$ cat src/rtl/seq_divider.sv
// rtl/seq_divider.sv - multi-cycle signed restoring divider, one quotient bit per clock
module seq_divider #(
  parameter int WIDTH = 32
) (
  input  logic             clock,
  input  logic             reset_n,
  input  logic [WIDTH-1:0] data_operandA,
  input  logic [WIDTH-1:0] data_operandB,
  input  logic             ctrl_DIV,
  output logic [WIDTH-1:0] data_result,
  output logic [WIDTH-1:0] data_remainder,
  output logic             data_exception,
  output logic             data_resultRDY,
  output logic             busy
);

  localparam int CW = (WIDTH > 1) ? $clog2(WIDTH) : 1;

  typedef enum logic [1:0] {
    S_IDLE = 2'd0,
    S_RUN  = 2'd1,
    S_DONE = 2'd2
  } state_t;

  state_t           state;
  logic [CW-1:0]    counter;
  logic [WIDTH:0]   rem;      // partial remainder, one spare bit so the borrow is kept
  logic [WIDTH-1:0] dq;       // dividend shifts out the top, quotient bits enter the bottom
  logic [WIDTH-1:0] dvs;      // divisor magnitude
  logic             sign_q;
  logic             sign_r;

  logic [WIDTH-1:0] abs_a;
  logic [WIDTH-1:0] abs_b;
  logic             start_exc;
  logic [WIDTH+1:0] shifted;
  logic [WIDTH+1:0] trial;
  logic             trial_ok;
  logic [WIDTH:0]   rem_next;
  logic [WIDTH-1:0] q_next;
  logic             last_step;

  // Operand magnitudes and the exception decode for a start in this cycle;
  // the most negative value negates to itself, which is its correct unsigned magnitude
  always_comb begin
    abs_a     = data_operandA[WIDTH-1] ? -data_operandA : data_operandA;
    abs_b     = data_operandB[WIDTH-1] ? -data_operandB : data_operandB;
    start_exc = (data_operandB == '0) ||
                ((data_operandA == {1'b1, {(WIDTH-1){1'b0}}}) && (data_operandB == '1));
  end

  // One restoring step: shift {rem, dividend} left, keep the trial difference when it does not borrow
  always_comb begin
    shifted   = {rem, dq[WIDTH-1]};
    trial     = shifted - {2'b00, dvs};
    trial_ok  = ~trial[WIDTH+1];
    rem_next  = trial_ok ? trial[WIDTH:0] : shifted[WIDTH:0];
    q_next    = {dq[WIDTH-2:0], trial_ok};
    last_step = (counter == CW'(WIDTH - 1));
  end

  // Control FSM and datapath registers; result fields are registered and held between completions
  always_ff @(posedge clock or negedge reset_n) begin
    if (!reset_n) begin
      state          <= S_IDLE;
      counter        <= '0;
      rem            <= '0;
      dq             <= '0;
      dvs            <= '0;
      sign_q         <= 1'b0;
      sign_r         <= 1'b0;
      data_result    <= '0;
      data_remainder <= '0;
      data_exception <= 1'b0;
      data_resultRDY <= 1'b0;
      busy           <= 1'b0;
    end else begin
      data_resultRDY <= 1'b0;
      case (state)
        S_IDLE, S_DONE: begin
          if (ctrl_DIV) begin
            dq      <= abs_a;
            dvs     <= abs_b;
            sign_q  <= data_operandA[WIDTH-1] ^ data_operandB[WIDTH-1];
            sign_r  <= data_operandA[WIDTH-1];
            rem     <= '0;
            counter <= '0;
            if (start_exc) begin
              state          <= S_DONE;
              busy           <= 1'b0;
              data_result    <= '0;
              data_remainder <= '0;
              data_exception <= 1'b1;
              data_resultRDY <= 1'b1;
            end else begin
              state <= S_RUN;
              busy  <= 1'b1;
            end
          end else begin
            state <= S_IDLE;
            busy  <= 1'b0;
          end
        end
        S_RUN: begin
          rem     <= rem_next;
          dq      <= q_next;
          counter <= counter + 1'b1;
          if (last_step) begin
            state          <= S_DONE;
            busy           <= 1'b0;
            data_result    <= sign_q ? -q_next : q_next;
            data_remainder <= sign_r ? -rem_next[WIDTH-1:0] : rem_next[WIDTH-1:0];
            data_exception <= 1'b0;
            data_resultRDY <= 1'b1;
          end
        end
        default: begin
          state <= S_IDLE;
          busy  <= 1'b0;
        end
      endcase
    end
  end

endmodule

$ cat config.mk
export PLATFORM = sky130hd
export DESIGN_NAME = seq_divider
export DESIGN_NICKNAME = d
export VERILOG_FILES = /design/src/rtl/seq_divider.sv
export SDC_FILE = /design/constraint.sdc
export NUM_CORES = 1
export LEC_CHECK = 0
export CAP_MARGIN = 15
export CORE_MARGIN = 2
export CORE_UTILIZATION = 45
export CTS_CLUSTER_SIZE = 10
export DETAILED_ROUTE_END_ITERATION = 8
export GPL_TIMING_DRIVEN = 0
export PLACE_DENSITY = 0.68
export SLEW_MARGIN = 20
export SYNTH_ARGS = -nofsm -noshare
export SYNTH_HDL_FRONTEND = slang
export SYNTH_SLANG_ARGS = --single-unit
$ cat constraint.sdc
create_clock -name clock -period 5.95 [get_ports clock]
set_input_delay 0.8925 -clock clock [delete_from_list [all_inputs] [get_ports clock]]
set_output_delay 0.8925 -clock clock [all_outputs]
set_load 0.02 [all_outputs]
==> results of run 1 <==
[sequential cells by signal (all words and copies together) (netlist names)]
signal / flops
data_resultRDY: 1
data_result: 32
dq: 32
sign_r: 1
data_exception: 1
rem: 33
data_remainder: 32
sign_q: 1
state: 1
counter: 5
busy: 1
dvs: 32
[cell usage in the layout, fill, tap and decap left out, types with 8 or more instances in the layout]
master             n
nand2_1          207
o21ai_0          195
dfrtp_1          172
clkdlybuf4s50_1  132
xor2_1            95
a21oi_1           58
clkbuf_1          53
nor2_1            52
inv_1             49
xnor2_1           44
ha_1              39
a22oi_1           35
or3_1             27
o31ai_1           27
nor3_1            25
mux2i_1           22
o22ai_1           20
nand3_1           19
clkbuf_16         17
nor4_1            16
o41ai_1           16
buf_2             15
nand4_1           15
o31ai_2           14
or4_1             13
o21a_1            12
a211oi_1           9
a21o_1             9
nand2b_1           8
[metal layers]
layer / GRT usage [%] / wire (µm) / vias up
li1: - / - / 5346
met5: 0 / 0 / -
met2: 43.6 / 17200 / 400
met4: 7.94 / 893 / 0
met1: 40.0 / 17800 / 5494
met3: 3.50 / 2230 / 57
[area by class of cell]
cell class | instances | area, µm²
Sequential cell | 172 | 4300
Tap cell | 335 | 419
Timing Repair Buffer | 135 | 1390
Inverter | 49 | 184
Clock inverter | 15 | 213
Buffer | 75 | 320
Clock buffer | 17 | 425
Fill cell | 2388 | 11700
Multi-Input combinational cell | 1090 | 7000
[kinds of logic (layout without fill, tap and decap cells)]
family	after synthesis	count (layout)	synth area share [%]
AO/OA/AOI/OAI	463	463	25.4
AND/OR/NAND/NOR	424	424	17.2
flip-flops	172	172	36.4
XOR/XNOR	139	139	10.3
buffers and inverters	125	291	4.29
adder cells (fa/ha/maj)	40	40	4.30
multiplexers	24	24	2.05
[final timing paths]
kind                                      from                           to  slack, ns  cells after the start
max                        rem[16]$_DFFE_PN0P_  data_result[24]$_DFFE_PN0P_       0.41                     19
min                                    reset_n          dvs[15]$_DFFE_PN0P_       0.31                      1
max reg2reg                rem[16]$_DFFE_PN0P_  data_result[24]$_DFFE_PN0P_       0.41                     19
min reg2reg                dvs[15]$_DFFE_PN0P_          dvs[15]$_DFFE_PN0P_       0.48                      2
max in group asynchronous              reset_n            dq[9]$_DFFE_PN0P_       4.63                      3
min in group clock         dvs[15]$_DFFE_PN0P_          dvs[15]$_DFFE_PN0P_       0.48                      2
[metrics by stage]
| stage | hold slack [ns] | instance area [µm²] | utilization (%) |
|---|---|---|---|
| final | 0.305 | 14300 | 55.0 |
| after global routing | 0.330 | 14300 | 55.0 |
| after CTS | 0.311 | 14300 | 55.0 |
| after detailed placement | 0.471 | 13600 | 52.6 |
| after global placement | 0.464 | 13600 | 52.3 |
| after floorplan | 0.449 | 11800 | - |
[critical path, stage by stage (launching register included)]
cell and delay [ns]:
dfrtp_1 0.49, ha_1 0.33, clkbuf_1 0.30, nand4_1 0.23
nor4_2 0.35, a22oi_1 0.14, o2111ai_1 0.21, o21a_1 0.27
nor2_4 0.09, inv_1 0.37, clkbuf_2 0.42, ha_1 0.24
nand2_1 0.07, or3_1 0.35, nand2b_1 0.19, nand2b_1 0.26
nand2b_1 0.27, o41ai_1 0.32, xor2_1 0.34, o22ai_1 0.15
[timing repair]
| item | CTS | global route |
|---|---|---|
| hold buffers | 0 | 0 |
| endpoints found under the setup margin | 0 | 10 |
| gates resized for setup | 0 | 1 |
| hold endpoints to repair | 0 | 0 |
==> summary.md, run 1 <==
| Metric | Value |
|---|---|
| Status | complete, no violations |
| I/O pins | 134 |
| Synthesized instance count | 1387 |
| Clock tree sinks | 172 |
| Longest Clk Path Bufs | 2 |
| DR vias/cell | between 5 and 6 |
| Placer Congestion | approximately 0.95 |
| H-tree Lvls | 4 |
| Initial antenna violation count | 0 |
| WP data required | about 6.3 ns |
| Post-synthesis sequential area ratio | 36.4% |
| Ys flop type | dfrtp_1 |
| Initial Utilization | 45.6% |
| Syn avg cell area | around 8.5 µm² |
| Reg clk slew, reported paths | 0.09 ns |
| RSZ-0062 raised after global routing | no |
| DRC errors left | 0 |
| Vias after detailed routing | 11300 |
| Final setup margin | 0.407 ns |
| Critical Path Source Type | flip-flop |
| N_diodes | 0 |
| Worst Hold Class | primary input to async pin |
| Setup TNS | 0 ns |
| Minimum clock period | 5.54 ns |
| Drt pass-1 iters | 6 |
| Worst path arrival time | 5.86 ns |
| Clk_lat worst skew | approximately 0.45 ns |
| Final critical-path share of the clock period | 93.2% |
| Area delta synth->final | 20.7% |
| Fin. Hold Viols | 0 |
| Setup WS pre-CTS | 0.0888 ns |
| Post-synthesis register bit count | 172 |
| Gr usage total | between 20 and 30% |
| Routed len/inst | between 20 and 25 µm |
| Final Non-Filler Cells | 1888 |
| Placed instance count | 1857 |
| Slew HR | between 30% and 40% |
| Number of global-route vias before repair | 10800 |
| Num CTS Buffers | 17 |
| Pin count of the biggest net entering global routing | 74 |
| Clk_skew | 0.0130 ns |
| Post-CTS Repair Setup Buffers | 0 |
| Drt total wl | between 30000 and 40000 µm |
| Pins Over Slew Limit | 0 |
| Post-DRT Antenna Nets | 0 |
| Share of layout cells above drive strength 1 | 5.99% |
| Post-synth cell types | 80 |
| # rows | 59 |
| Most frequent cell after synthesis | nand2_1 |
| Core ar. | about 26000 µm² |
| Slew at the pin closest to its max-slew limit | 0.945 ns |
| Achievable Freq | 180 MHz |
| Synth area leaders | dfrtp_1, o21ai_0, xor2_1 |
| Post-synth top area share | 36.4% |
| Count of final setup violators | 0 |
| Post-DP HPWL | 30000 µm |
| Die ar. | 27600 µm² |
| Die X | 166 µm |
| GRT overflow | 0 |
| First-pass GRT wire length | ~60000 µm |
| Final nets | 1647 |
| Max-cap violations | 0 |
| CTS root buf | clkbuf_16 |
| I/O Buffers | 133 |
| EDFF count, synth | 0 |
| Post-synth top area cell | dfrtp_1 |
| Post-synth ARST share | 100% |
| Crit path max fanout | 13 |
| CTS tree | built |
| Critical Path End Type | flip-flop |
| Initial detailed-routing violation count | 1013 |
| Post-Syn Nets | 1494 |
| CP Class | flip-flop to flip-flop |
| Netlist Area Pre-Place | 11800 µm² |
| Die Y | 166 µm |
| Post-synth top cells | nand2_1, o21ai_0, dfrtp_1 |
| Synth Warn # | 0 |
Power of run 1 is left out: the tool's default activity adds up to more than one toggle a clock period on the data nets, which glitch-free logic cannot reach.
==> inputs of run 2 (changes only) <==
CAP_MARGIN = unset   (was 15)
==> results of run 2 <==
Same layout as run 1: the final DEF is identical, and so are final timing and power.
Power of run 2 is left out for the same reason.
